$ cat src/rtl/player_motion_fsm_if.sv
// -----------------------------------------------------------------------------
// player_motion_fsm_if
//
// Groups the player controller's per-frame inputs and its outputs into one
// bundle, so they travel together between the keyboard/collision side and the
// sprite/colour mapper side.
//
// Signals:
//   keycode        8  keyboard scan code for this frame
//   hit            1  one-frame damage pulse from the collision logic
//   PlayerX        10 sprite centre X
//   PlayerY        10 sprite centre Y
//   Player_Size_X  10 sprite box width
//   Player_Size_Y  10 sprite box height
//   Player_Status  4  0 idle, 1 walk, 2 rise, 3 fall, 4 attack, 5 respawn, 6 dead
//   Player_Life    4  remaining lives
//   Inverse        1  facing: 0 right, 1 left
//   invuln         1  damage immunity active
//
// Modports:
//   master  drives keycode/hit and observes the player state
//   slave   the player controller itself
// -----------------------------------------------------------------------------
interface player_motion_fsm_if;
  logic [7:0] keycode;
  logic       hit;
  logic [9:0] PlayerX;
  logic [9:0] PlayerY;
  logic [9:0] Player_Size_X;
  logic [9:0] Player_Size_Y;
  logic [3:0] Player_Status;
  logic [3:0] Player_Life;
  logic       Inverse;
  logic       invuln;

  modport master (
    output keycode,
    output hit,
    input  PlayerX,
    input  PlayerY,
    input  Player_Size_X,
    input  Player_Size_Y,
    input  Player_Status,
    input  Player_Life,
    input  Inverse,
    input  invuln
  );

  modport slave (
    input  keycode,
    input  hit,
    output PlayerX,
    output PlayerY,
    output Player_Size_X,
    output Player_Size_Y,
    output Player_Status,
    output Player_Life,
    output Inverse,
    output invuln
  );
endinterface

$ cat src/rtl/player_motion_fsm.sv
// -----------------------------------------------------------------------------
// player_motion_fsm
//
// Per-frame player controller for the platformer. Every frame_clk edge it
// moves the player from the current keycode (walk, jump, fast-fall), applies
// gravity, resolves the platform surface, ceiling and pit, runs the attack
// timer, takes damage with invulnerability frames, and handles respawn and
// death. All player state leaves through registers.
//
// Ports:
//   frame_clk  frame-rate clock
//   Reset      asynchronous, active-high reset
//   pm         player_motion_fsm_if.slave bundle
//                in : keycode (50 left, 4F right, 51 down, 52 jump, 1B attack),
//                     hit (one-frame damage pulse)
//                out: PlayerX/PlayerY centre, Player_Size_X/Y box,
//                     Player_Status, Player_Life, Inverse, invuln
// -----------------------------------------------------------------------------
module player_motion_fsm #(
  parameter int X_CENTER      = 320,
  parameter int X_MIN         = 31,
  parameter int X_MAX         = 607,
  parameter int Y_MIN         = 100,
  parameter int PIT_Y         = 451,
  parameter int FLOOR         = 408,
  parameter int LEFT_EDGE     = 116,
  parameter int RIGHT_EDGE    = 523,
  parameter int SIZE_X        = 30,
  parameter int SIZE_Y        = 62,
  parameter int WALK_SPEED    = 2,
  parameter int JUMP_VEL      = 8,
  parameter int GRAVITY       = 1,
  parameter int MAX_FALL      = 8,
  parameter int LIVES         = 3,
  parameter int ATTACK_FRAMES = 12,
  parameter int INVULN_FRAMES = 60,
  parameter int DEAD_Y        = 215
) (
  input  logic               frame_clk,
  input  logic               Reset,
  player_motion_fsm_if.slave pm
);

  // Keyboard scan codes
  localparam logic [7:0] KEY_LEFT   = 8'h50;
  localparam logic [7:0] KEY_RIGHT  = 8'h4F;
  localparam logic [7:0] KEY_DOWN   = 8'h51;
  localparam logic [7:0] KEY_JUMP   = 8'h52;
  localparam logic [7:0] KEY_ATTACK = 8'h1B;

  // Player_Status encodings seen by the sprite mapper
  localparam logic [3:0] ST_IDLE    = 4'd0;
  localparam logic [3:0] ST_WALK    = 4'd1;
  localparam logic [3:0] ST_RISE    = 4'd2;
  localparam logic [3:0] ST_FALL    = 4'd3;
  localparam logic [3:0] ST_ATTACK  = 4'd4;
  localparam logic [3:0] ST_RESPAWN = 4'd5;
  localparam logic [3:0] ST_DEAD    = 4'd6;

  // Geometry is worked in 11-bit signed so that a step past zero or past the
  // screen edge is seen as out of range instead of wrapping.
  typedef logic signed [10:0] pos_t;
  typedef logic signed [5:0]  vel_t;

  localparam pos_t HALF_X  = pos_t'(SIZE_X / 2);
  localparam pos_t HALF_Y  = pos_t'(SIZE_Y / 2);
  localparam pos_t X_LO    = pos_t'(X_MIN + SIZE_X / 2);
  localparam pos_t X_HI    = pos_t'(X_MAX - SIZE_X / 2);
  localparam pos_t Y_TOP   = pos_t'(Y_MIN);
  localparam pos_t CEIL_Y  = pos_t'(Y_MIN + SIZE_Y / 2);
  localparam pos_t SPAWN_Y = pos_t'(FLOOR - SIZE_Y / 2);
  localparam pos_t FLOOR_Y = pos_t'(FLOOR);
  localparam pos_t PIT_LIM = pos_t'(PIT_Y);
  localparam pos_t PLAT_L  = pos_t'(LEFT_EDGE);
  localparam pos_t PLAT_R  = pos_t'(RIGHT_EDGE);
  localparam pos_t WALK    = pos_t'(WALK_SPEED);

  localparam vel_t VY_JUMP = vel_t'(-JUMP_VEL);
  localparam vel_t VY_MAX  = vel_t'(MAX_FALL);
  localparam vel_t VY_GRAV = vel_t'(GRAVITY);

  localparam int ATK_W = $clog2(ATTACK_FRAMES + 1);
  localparam int INV_W = $clog2(INVULN_FRAMES + 1);
  localparam logic [ATK_W-1:0] ATK_LOAD = ATK_W'(ATTACK_FRAMES);
  localparam logic [ATK_W-1:0] ATK_ONE  = ATK_W'(1);
  localparam logic [INV_W-1:0] INV_LOAD = INV_W'(INVULN_FRAMES);
  localparam logic [INV_W-1:0] INV_ONE  = INV_W'(1);

  localparam logic [9:0] X_SPAWN10 = 10'(X_CENTER);
  localparam logic [9:0] Y_SPAWN10 = 10'(FLOOR - SIZE_Y / 2);
  localparam logic [9:0] Y_DEAD10  = 10'(DEAD_Y);
  localparam logic [3:0] LIFE_INIT = 4'(LIVES);

  // Respawn and dead override the per-frame physics entirely.
  typedef enum logic [1:0] {
    MODE_ALIVE,
    MODE_RESPAWN,
    MODE_DEAD
  } mode_t;

  mode_t            mode_q;
  logic [9:0]       x_q;
  logic [9:0]       y_q;
  vel_t             vy_q;
  logic [3:0]       status_q;
  logic [3:0]       life_q;
  logic             inverse_q;
  logic             invuln_q;
  logic [ATK_W-1:0] atk_cnt_q;
  logic [INV_W-1:0] inv_cnt_q;

  pos_t             x_cur;
  pos_t             y_cur;
  pos_t             x_mv;
  pos_t             y_mv;
  vel_t             vy_mv;
  vel_t             vy_grav;
  vel_t             vy_n;
  logic             on_plat_cur;
  logic             grounded_cur;
  logic             airborne_cur;
  logic             on_plat_new;
  logic             grounded_new;
  logic             jump;
  logic             inverse_n;
  logic             pit;
  logic             take_hit;
  logic             last_life;
  logic [3:0]       motion_status;
  logic [3:0]       status_n;
  logic [3:0]       life_dec;
  logic [ATK_W-1:0] atk_n;
  logic [INV_W-1:0] inv_dec;
  logic [INV_W-1:0] inv_next;

  // Where the player stands right now: on the platform's horizontal span,
  // and resting on its top surface. Any nonzero vy also counts as airborne,
  // which is what lets the frame after a jump start moving upward.
  always_comb begin
    x_cur        = pos_t'({1'b0, x_q});
    y_cur        = pos_t'({1'b0, y_q});
    on_plat_cur  = ((x_cur + HALF_X) >= PLAT_L) && ((x_cur - HALF_X) <= PLAT_R);
    grounded_cur = ((y_cur + HALF_Y) == FLOOR_Y) && on_plat_cur;
    airborne_cur = !grounded_cur || (vy_q != '0);
  end

  // Horizontal step and facing. Walking works in the air too; the result is
  // clamped to the screen so the sprite never wraps around.
  always_comb begin
    x_mv      = x_cur;
    inverse_n = inverse_q;
    if (pm.keycode == KEY_LEFT) begin
      x_mv      = x_cur - WALK;
      inverse_n = 1'b1;
    end else if (pm.keycode == KEY_RIGHT) begin
      x_mv      = x_cur + WALK;
      inverse_n = 1'b0;
    end
    if (x_mv < X_LO) begin
      x_mv = X_LO;
    end else if (x_mv > X_HI) begin
      x_mv = X_HI;
    end
    on_plat_new = ((x_mv + HALF_X) >= PLAT_L) && ((x_mv - HALF_X) <= PLAT_R);
  end

  // Vertical step. A jump only loads vy; the player first leaves the ground
  // on the following frame. Landing uses the new X so that drifting back over
  // the platform while falling still catches the surface. Walking off the
  // edge needs no special case: vy stays 0 and the next frame sees the
  // player as not grounded, so gravity starts then.
  always_comb begin
    jump  = (pm.keycode == KEY_JUMP) && grounded_cur;
    vy_mv = vy_q;
    if (jump) begin
      vy_mv = VY_JUMP;
    end else if ((pm.keycode == KEY_DOWN) && airborne_cur) begin
      vy_mv = VY_MAX;
    end
    y_mv    = y_cur;
    vy_n    = vy_mv;
    vy_grav = vy_mv + VY_GRAV;
    if (!jump && airborne_cur) begin
      y_mv = y_cur + pos_t'({{5{vy_mv[5]}}, vy_mv});
      vy_n = (vy_grav > VY_MAX) ? VY_MAX : vy_grav;
      if ((vy_n > 6'sd0) && on_plat_new && ((y_mv + HALF_Y) >= FLOOR_Y)) begin
        y_mv = SPAWN_Y;
        vy_n = '0;
      end
    end
    if ((y_mv - HALF_Y) < Y_TOP) begin
      y_mv = CEIL_Y;
      vy_n = '0;
    end
    grounded_new = ((y_mv + HALF_Y) == FLOOR_Y) && on_plat_new;
    pit          = (y_mv + HALF_Y) >= PIT_LIM;
  end

  // Status, attack timer and damage bookkeeping for a normal frame. The
  // attack timer only loads from zero, so holding or re-pressing the attack
  // key cannot stretch an attack. A pit takes priority over a hit so the two
  // landing together cost only one life.
  always_comb begin
    if (vy_n < 6'sd0) begin
      motion_status = ST_RISE;
    end else if (!grounded_new || (vy_n != '0)) begin
      motion_status = ST_FALL;
    end else if ((pm.keycode == KEY_LEFT) || (pm.keycode == KEY_RIGHT)) begin
      motion_status = ST_WALK;
    end else begin
      motion_status = ST_IDLE;
    end

    atk_n = '0;
    if ((pm.keycode == KEY_ATTACK) && (atk_cnt_q == '0)) begin
      atk_n = ATK_LOAD;
    end else if (atk_cnt_q != '0) begin
      atk_n = atk_cnt_q - ATK_ONE;
    end
    status_n = (atk_n != '0) ? ST_ATTACK : motion_status;

    take_hit  = pm.hit && (inv_cnt_q == '0);
    last_life = (life_q == 4'd1);
    life_dec  = life_q - 4'd1;

    inv_dec  = (inv_cnt_q != '0) ? (inv_cnt_q - INV_ONE) : '0;
    inv_next = inv_dec;
    if ((mode_q == MODE_ALIVE) && ((pit && !last_life) || (!pit && take_hit))) begin
      inv_next = INV_LOAD;
    end
  end

  // Main state register. Alive frames commit the physics computed above,
  // unless the player fell into the pit or took a fatal hit. Respawn loads
  // the spawn pose at once and shows status 5 for one frame; dead parks the
  // sprite and ignores everything until Reset.
  always_ff @(posedge frame_clk or posedge Reset) begin
    if (Reset) begin
      mode_q    <= MODE_ALIVE;
      x_q       <= X_SPAWN10;
      y_q       <= Y_SPAWN10;
      vy_q      <= '0;
      status_q  <= ST_IDLE;
      life_q    <= LIFE_INIT;
      inverse_q <= 1'b0;
      invuln_q  <= 1'b0;
      atk_cnt_q <= '0;
      inv_cnt_q <= '0;
    end else begin
      inv_cnt_q <= inv_next;
      invuln_q  <= (inv_next != '0);
      case (mode_q)
        MODE_ALIVE: begin
          if (pit || (take_hit && last_life)) begin
            life_q    <= life_dec;
            x_q       <= X_SPAWN10;
            vy_q      <= '0;
            atk_cnt_q <= '0;
            if (last_life) begin
              mode_q   <= MODE_DEAD;
              y_q      <= Y_DEAD10;
              status_q <= ST_DEAD;
            end else begin
              mode_q   <= MODE_RESPAWN;
              y_q      <= Y_SPAWN10;
              status_q <= ST_RESPAWN;
            end
          end else begin
            x_q       <= x_mv[9:0];
            y_q       <= y_mv[9:0];
            vy_q      <= vy_n;
            inverse_q <= inverse_n;
            status_q  <= status_n;
            atk_cnt_q <= atk_n;
            if (take_hit) begin
              life_q <= life_dec;
            end
          end
        end
        MODE_RESPAWN: begin
          mode_q   <= MODE_ALIVE;
          status_q <= ST_IDLE;
        end
        MODE_DEAD: begin
          mode_q <= MODE_DEAD;
        end
        default: begin
          mode_q <= MODE_DEAD;
        end
      endcase
    end
  end

  assign pm.PlayerX       = x_q;
  assign pm.PlayerY       = y_q;
  assign pm.Player_Size_X = 10'(SIZE_X);
  assign pm.Player_Size_Y = 10'(SIZE_Y);
  assign pm.Player_Status = status_q;
  assign pm.Player_Life   = life_q;
  assign pm.Inverse       = inverse_q;
  assign pm.invuln        = invuln_q;

endmodule

$ cat src/flat_wrapper.sv
// flat-port wrapper written by rule: the top's interface ports become plain ports
module player_motion_fsm_flat 
#(
  parameter int X_CENTER      = 320,
  parameter int X_MIN         = 31,
  parameter int X_MAX         = 607,
  parameter int Y_MIN         = 100,
  parameter int PIT_Y         = 451,
  parameter int FLOOR         = 408,
  parameter int LEFT_EDGE     = 116,
  parameter int RIGHT_EDGE    = 523,
  parameter int SIZE_X        = 30,
  parameter int SIZE_Y        = 62,
  parameter int WALK_SPEED    = 2,
  parameter int JUMP_VEL      = 8,
  parameter int GRAVITY       = 1,
  parameter int MAX_FALL      = 8,
  parameter int LIVES         = 3,
  parameter int ATTACK_FRAMES = 12,
  parameter int INVULN_FRAMES = 60,
  parameter int DEAD_Y        = 215
)
  (frame_clk, Reset, pm_keycode, pm_hit, pm_PlayerX, pm_PlayerY, pm_Player_Size_X, pm_Player_Size_Y, pm_Player_Status, pm_Player_Life, pm_Inverse, pm_invuln);
  player_motion_fsm_if pm_i ();
  input  logic frame_clk;
  input  logic Reset;
  input wire logic [$bits(pm_i.keycode)-1:0] pm_keycode;
  input wire logic [$bits(pm_i.hit)-1:0] pm_hit;
  output wire logic [$bits(pm_i.PlayerX)-1:0] pm_PlayerX;
  output wire logic [$bits(pm_i.PlayerY)-1:0] pm_PlayerY;
  output wire logic [$bits(pm_i.Player_Size_X)-1:0] pm_Player_Size_X;
  output wire logic [$bits(pm_i.Player_Size_Y)-1:0] pm_Player_Size_Y;
  output wire logic [$bits(pm_i.Player_Status)-1:0] pm_Player_Status;
  output wire logic [$bits(pm_i.Player_Life)-1:0] pm_Player_Life;
  output wire logic [$bits(pm_i.Inverse)-1:0] pm_Inverse;
  output wire logic [$bits(pm_i.invuln)-1:0] pm_invuln;
  assign pm_i.keycode = pm_keycode;
  assign pm_i.hit = pm_hit;
  assign pm_PlayerX = pm_i.PlayerX;
  assign pm_PlayerY = pm_i.PlayerY;
  assign pm_Player_Size_X = pm_i.Player_Size_X;
  assign pm_Player_Size_Y = pm_i.Player_Size_Y;
  assign pm_Player_Status = pm_i.Player_Status;
  assign pm_Player_Life = pm_i.Player_Life;
  assign pm_Inverse = pm_i.Inverse;
  assign pm_invuln = pm_i.invuln;
  player_motion_fsm #(.X_CENTER(X_CENTER), .X_MIN(X_MIN), .X_MAX(X_MAX), .Y_MIN(Y_MIN), .PIT_Y(PIT_Y), .FLOOR(FLOOR), .LEFT_EDGE(LEFT_EDGE), .RIGHT_EDGE(RIGHT_EDGE), .SIZE_X(SIZE_X), .SIZE_Y(SIZE_Y), .WALK_SPEED(WALK_SPEED), .JUMP_VEL(JUMP_VEL), .GRAVITY(GRAVITY), .MAX_FALL(MAX_FALL), .LIVES(LIVES), .ATTACK_FRAMES(ATTACK_FRAMES), .INVULN_FRAMES(INVULN_FRAMES), .DEAD_Y(DEAD_Y)) u_core (.frame_clk(frame_clk), .Reset(Reset), .pm(pm_i));
endmodule
$ cat config.mk
export PLATFORM = sky130hd
export DESIGN_NAME = player_motion_fsm_flat
export DESIGN_NICKNAME = d
export VERILOG_FILES = /design/src/rtl/player_motion_fsm_if.sv /design/src/rtl/player_motion_fsm.sv /design/src/flat_wrapper.sv
export SDC_FILE = /design/constraint.sdc
export NUM_CORES = 1
export LEC_CHECK = 0
export ABC_AREA = 0
export ABC_CLOCK_PERIOD_IN_PS = 8200
export BUFFER_PORTS_ARGS = -buffer_cell sky130_fd_sc_hd__buf_2
export CORE_MARGIN = 2
export CORE_UTILIZATION = 50
export CTS_CLUSTER_DIAMETER = 100
export DETAILED_ROUTE_END_ITERATION = 8
export PLACE_DENSITY = 0.73
export SKIP_CTS_REPAIR_TIMING = 1
export SLEW_MARGIN = 25
export SYNTH_ARGS = -nofsm -noshare
export SYNTH_HDL_FRONTEND = slang
export SYNTH_SLANG_ARGS = --single-unit
export TNS_END_PERCENT = 20
$ cat constraint.sdc
create_clock -name frame_clk -period 8.2 [get_ports frame_clk]
set_input_delay 0.82 -clock frame_clk [delete_from_list [all_inputs] [get_ports frame_clk]]
set_output_delay 0.82 -clock frame_clk [all_outputs]
set_load 0.01 [all_outputs]
# Word-level counts from Yosys, hierarchy flattened
# Cells that the tools add are included.
[totals] register_bits=48 latchBits=0 ramBits=0 mem_bits_ro=0 in_bits=11 out_inout_bits=50 word_cells=123 memories=0
[classes] n_addsub=15 n_mul=0 n_div=0 magnitude_cmp=12 n_eq_ne=10 shift=0 mux=36 bitwise=1 reduce_logical=39
[ops] cell="$mux W11" n=7
[ops] cell="$mux W6" n=9
[ops] cell="$mux W4" n=9
[ops] cell="$eq A8 B7 Y1 const B" n=4
[ops] cell="$reduce_bool A6 Y1" n=4
[ops] cell="$add A11 B6 Y11 const B" n=2
[ops] cell="$eq A11 B10 Y1 const B" n=2
[ops] cell="$ge A11 B10 Y1 const B" n=2
[ops] cell="$ge A11 B8 Y1 const B" n=2
[ops] cell="$le A11 B11 Y1 const B" n=2
[ops] cell="$mux W10" n=2
[ops] cell="$logic_and A1 B1 Y1" n=15
[ops] cell="$add A10 B2 Y11 const B" n=1
[ops] cell="$add A10 B4 Y11 const B" n=1
[ops] cell="$add A10 B5 Y11 const B" n=1
[ops] cell="$add A11 B5 Y11 const B" n=1
[ops] cell="$add A11 B6 Y11" n=1
[ops] cell="$gt A11 B11 Y1 const B" n=1
[ops] cell="$lt A11 B7 Y1 const B" n=1
[ops] cell="$lt A11 B8 Y1 const B" n=1
[ops] cell="$sub A10 B2 Y11 const B" n=1
[ops] cell="$sub A10 B4 Y11 const B" n=1
[ops] cell="$sub A11 B5 Y11 const B" n=1
[ops] cell="$sub A11 B6 Y11 const B" n=1
[ops] cell="25 further kinds" n=41

# Longest topological paths before layout
[logic_depth] word_depth=30 depth_mapped=40 mapped_depth_nobuf=37

# Worst setup path before layout
# Ideal clock, no wire load.
[synth_timing] path_kind="register to register" startpoint="reg u_core.x_q[1], in the netlist u_core.pm.PlayerX[1]" endpoint="reg u_core.invuln_q, in the netlist u_core.pm.invuln" setup_time_ns=0.124 t_arrival_ns=8.095 required_time_ns=8.076 slack_ns=-0.019 path_stages_with_launch=36 path_buffers=2 period_less_slack_ns=8.219 path_cell_list="dfrtp_1 -> clkbuf_1 -> inv_1 -> ha_1 -> or3b_1 -> nor2b_1 -> or3_1 -> a32oi_1 -> or4_1 -> clkbuf_1 -> o21a_1 -> nand2_1 -> inv_1 -> ha_1 -> inv_1 -> fa_1 -> nor2b_1 -> o21a_1 -> nor4_1 -> a2111oi_2 -> nand2_1 -> or4_1 -> mux2_2 -> a21oi_1 -> nand2_1 -> nor2_1 -> ha_1 -> inv_1 -> and2_1 -> or4_1 -> a2111oi_0 -> a21oi_1 -> o211ai_4 -> mux2i_1 -> o211ai_1 -> a211o_1"
[synth_via] elab_chain_len=28 elab_cells_between_ends=50 cone_classes="add/sub (11); order compare (11); mux (11); reduce/logical (17)"
[synth_rtl] element="start, declared" line="player_motion_fsm.sv:102" source="logic [9:0] x_q;"
[synth_rtl] element="start signal, assigned" line="player_motion_fsm.sv:269" source="x_q <= x_mv[9:0];"
[synth_rtl] element="parallel branches: the longest is 16 deep, another holds $add A10 B4 Y11"
[synth_rtl] element="$mux W11 (*)" line="player_motion_fsm.sv:183" source="if (!jump && airborne_cur) begin"
[synth_rtl] element="$sub A11 B6 Y11" line="player_motion_fsm.sv:191" source="if ((y_mv - HALF_Y) < Y_TOP) begin"
[synth_rtl] element="$lt A11 B8 Y1" line="player_motion_fsm.sv:191"
[synth_rtl] element="$mux W11 (*)" line="player_motion_fsm.sv:191"
[synth_rtl] element="$add A11 B6 Y11 (*)" line="player_motion_fsm.sv:196" source="pit = (y_mv + HALF_Y) >= PIT_LIM;"
[synth_rtl] element="$ge A11 B10 Y1 (*)" line="player_motion_fsm.sv:196"
[synth_rtl] element="$logic_not A1 Y1" line="player_motion_fsm.sv:228" source="if ((mode_q == MODE_ALIVE) && ((pit && !last_life) || (!pit && take_hit))) begin"
[synth_rtl] element="$logic_and A1 B1 Y1" line="player_motion_fsm.sv:228"
[synth_rtl] element="$logic_or A1 B1 Y1 (*)" line="player_motion_fsm.sv:228"
[synth_rtl] element="$logic_and A1 B1 Y1 (*)" line="player_motion_fsm.sv:228"
[synth_rtl] element="$mux W6 (*)" line="player_motion_fsm.sv:228"
[synth_rtl] element="via u_core.inv_next[4]" line="player_motion_fsm.sv:134" source="logic [INV_W-1:0] inv_next;"
[synth_rtl] element="$reduce_bool A6 Y1 (*)" line="player_motion_fsm.sv:251" source="invuln_q <= (inv_next != '0);"
[synth_rtl] element="end signal, assigned" line="player_motion_fsm.sv:251"
[synth_rtl] element="end, declared" line="player_motion_fsm.sv:108" source="logic invuln_q;"
# Mark *: on every way through the listed nets, which the timed path passes.
# A chain may end at the register's enable or synchronous reset.

# Worst setup path in the final report
[layout_timing] startpoint="reg u_core.x_q[2], in the netlist u_core.pm.PlayerX[2]" endpoint="reg u_core.invuln_q, in the netlist u_core.pm.invuln"
# Same word-level chain as after synthesis.

==> results.py <==
metrics = {
    "worst_hold_path": {
        "hold_path.class": "reg2reg",
        "hold_depth": 1,
    },
    "worst_setup_path": {
        "cp.required_ps": 8410,
        "cpMostUsedCell": "ha_1",
        "arrival_ps": 8170,
        "max_stage_delay_ps": 550,
        "crit_path_top_delay_cell": "or4_1",
        "crit_path_end_kind": "flop",
        "r2r_cells": 34,
        "worst-setup-path-type": "reg2reg",
        "crit_fanout": 12,
        "startpoint_type": "flop",
    },
    "power_and_ir_drop": {
        "pwr-share-seq": 0.229,
        "comb_power_share": 0.688,
        "vdd.ir_drop.worst_mv": 0.1273,
        "switching_share": 0.5277,
        "clkPwrFrac": 0.083,
        "power.total_mw": 1.888,
        "internal-power_mw": 0.8917,
        "power_density_nw_per_um2": 324.2,
        "p_sw_mw": 0.9964,
        "leakagePower_nw": 2.481,
    },
    "placement": {
        "dp_hpwl_um": 12410,
        "gp_congestion": 1.024,
        "portBuffers": 39,
    },
    "sta": {
        "setup_viol": 0,
        "hold_violations": 0,
        "relSlewSlack": 0.4191,
        "worst_slew_pin_slew_ps": 868.1,
        "finalSetupTns_ps": 0,
        "finalCriticalPeriod_ps": 7964,
        "period_share": 0.9713,
        "skew_ps": 10.36,
        "fmaxAchievable_mhz": 125.6,
        "drv_slew": 0,
    },
    "drt": {
        "drt_pass1_iterations": 5,
        "num_vias": 5546,
        "drt_iter0_drc": 469,
        "viasPerCell": 6.487,
        "drt_wl_total_um": 16630,
        "avgRoutedWirePerCell_um": 19.44,
        "antenna_left": 0,
        "drcViolationCount": 0,
    },
    "synth": {
        "postSynthCellCount": 667,
        "ys_warn_count": 0,
        "synth_top_cells_by_area": "dfrtp_1 18%, ha_1 6.1%, dfstp_2 5.1%, a21oi_1 4.9%, nand2_1 4.0%",
        "yosysTopAreaCell": "dfrtp_1",
        "ys.flop_type": "dfrtp_1",
        "ys_seq_elements": 47,
        "synth.top_cell.area_share": 0.1800,
        "async_flop_share": 1.000,
        "synth_edf_count": 0,
        "syn_area_um2": 5142,
        "yosysSeqAreaShare": 0.2311,
        "syn_area_per_cell_um2": 7.710,
        "synth.distinct_cells": 90,
    },
    "clock_tree": {
        "cts-root-buf": "clkbuf_8",
        "htreeDepth": 2,
        "clkLatencyLatePin_ps": 310,
        "cts_buffers": 5,
        "cts_tree": "done",
        "cts_max_path_buffers": 2,
        "cts.sinks": 47,
        "clk_pin_slew_ps": 100,
    },
    "status": {
        "outcome": "complete, no violations",
    },
    "grt": {
        "grt_first_pass_wirelength_um": 26240,
        "antenna_found_initial": 0,
        "grt.total_usage": 0.2914,
        "grt_max_degree": 48,
        "grt_pass1_vias": 5299,
        "overflow": 0,
    },
    "job": {
        "max_cap_violations": 0,
    },
    "floorplanning": {
        "io_pins": 61,
        "start_util": 0.5072,
        "num_rows": 37,
        "dieArea_um2": 11110,
        "core_um2": 10140,
        "die_y_um": 105.4,
        "die_x_um": 105.4,
    },
    "layout": {
        "fill_cells": 942,
        "drive_gt1_frac": 0.2142,
        "antenna_cells": 0,
        "final_net_count": 755,
        "area_growth_pct": 13.26,
    },
}
## cell usage after synthesis, types with 4 or more instances
library cell	n
or3_1	11
a32o_1	5
o21a_1	5
or2_1	4
nor3b_1	4
nor3_1	30
o21ai_1	11
buf_2	7
o31ai_1	5
a21oi_1	50
and3_1	8
and2_1	9
xnor2_1	16
nand4_1	11
or2_2	5
o211ai_1	6
a41oi_1	7
dfrtp_1	37
nor2_1	52
nand2_1	55
xor2_1	7
o211a_1	4
a211o_1	6
nand2b_1	9
nor4_1	21
buf_4	21
nor2b_1	8
nand3_1	24
o22ai_1	7
dfstp_2	10
a211oi_1	6
inv_1	37
a22oi_1	4
ha_1	25
a21o_1	10
a31oi_1	10
clkbuf_1	21
o21ai_0	17
or4_1	9
## per-layer routing
layer,part of all wire,wire length [um],track usage
met1,0.41,6774,0.3623
met2,0.50,8302,0.5120
met3,0.055,914,0.03154
met4,0.038,633,0.1200
met5,0,0,0
## flip-flops by register name, summed over array words and instances (netlist names)
| register | flops |
|---|---|
| u_core.pm.Inverse | 1 |
| u_core.pm.PlayerY | 10 |
| u_core.atk_cnt_q | 4 |
| u_core.pm.Player_Status | 3 |
| u_core.inv_cnt_q | 6 |
| u_core.pm.PlayerX | 10 |
| u_core.vy_q | 6 |
| u_core.mode_q | 2 |
| u_core.pm.invuln | 1 |
| u_core.pm.Player_Life | 4 |
## worst max-delay path, delay by kind of cell (launching register included)
family | cells | cell delay, ps
adders and majority gates | 3 | 650
xor gates and xnor gates | 1 | 150
muxes | 2 | 640
and+or+nand+nor | 9 | 2400
AOI/OAI and AO/OA | 14 | 2900
DFF | 1 | 460
buffers and inverters | 5 | 650
## worst paths after layout
kind | endpoint | slack, ps | start
worst min-delay path | u_core.pm.Player_Life[3]$_DFFE_PP0P_ | 500 | u_core.pm.Player_Life[3]$_DFFE_PP0P_
worst max-delay path | u_core.pm.invuln$_DFF_PP0_ | 240 | u_core.pm.PlayerX[2]$_DFFE_PP0P_
worst min register to register | u_core.pm.Player_Life[3]$_DFFE_PP0P_ | 500 | u_core.pm.Player_Life[3]$_DFFE_PP0P_
max in group asynchronous | u_core.pm.PlayerX[2]$_DFFE_PP0P_ | 7000 | Reset
worst max register to register | u_core.pm.invuln$_DFF_PP0_ | 240 | u_core.pm.PlayerX[2]$_DFFE_PP0P_
min in group asynchronous | u_core.pm.Player_Life[3]$_DFFE_PP0P_ | 640 | Reset
## cells in the final DEF (no fill, tap or decap), types with 7 or more instances in the layout
cell type / Yosys / layout
or4_1: 9 / 9
o21ai_0: 17 / 15
nand3_1: 24 / 24
nand4_1: 11 / 11
nor2_1: 52 / 50
a21o_1: 10 / 10
o22ai_1: 7 / 7
inv_1: 37 / 35
dfrtp_1: 37 / 36
ha_1: 25 / 24
nor3_1: 30 / 29
and2_1: 9 / 9
and3_1: 8 / 8
o21ai_1: 11 / 13
nand2b_1: 9 / 9
or3_1: 11 / 11
conb_1: 2 / 21
nor4_1: 21 / 16
a31oi_1: 10 / 10
buf_2: 7 / 39
buf_4: 21 / 37
nor2b_1: 8 / 8
nand2_1: 55 / 55
dfstp_2: 10 / 10
a21oi_1: 50 / 45
xnor2_1: 16 / 16
## power by group through the flow
stage	clock (mW)	combinational, mW	sequential, mW
floorplan	0	0.868	0.412
global placement	0	1.18	0.425
detailed placement	0	1.20	0.427
CTS	0.158	1.21	0.423
global route	0.164	1.41	0.440
finish	0.156	1.30	0.432
## cells by family after synthesis
group	Yosys count	share of synthesized area
AO/OA/AOI/OAI	184	0.2552
XOR/XNOR	24	0.04234
adder cells (fa/ha/maj)	26	0.06472
buffers and inverters	88	0.08272
flip-flops	47	0.2311
multiplexers	5	0.01046
other	2	0.001460
AND/OR/NAND/NOR	291	0.3119
## metrics by stage
stage          cells  area (um^2)  utilization  worst slack (ps)  hold WS, ps
3_3_place_gp     843         5545       0.5470             277.7        480.7
5_1_grt          855         5824       0.5745            -265.1        518.9
4_1_cts          851         5644       0.5567             48.48        503.4
3_5_place_dp     843         5545       0.5470             70.14        484.7
2_1_floorplan    686         5219            -             80.20        459.4
6_report         855         5824       0.5745             235.7        499.5
## layout make-up
class,instances,area (um^2),area share
Tap cell,136,170.2,0.02922
Clock buffer,6,82.58,0.01418
Clock inverter,2,16.27,0.002793
Timing Repair Buffer,76,473.0,0.08120
Sequential cell,47,1190,0.2043
Multi-Input combinational cell,551,3752,0.6443
Inverter,37,140.1,0.02406
Note: power is estimated with default switching activity, not from simulation.
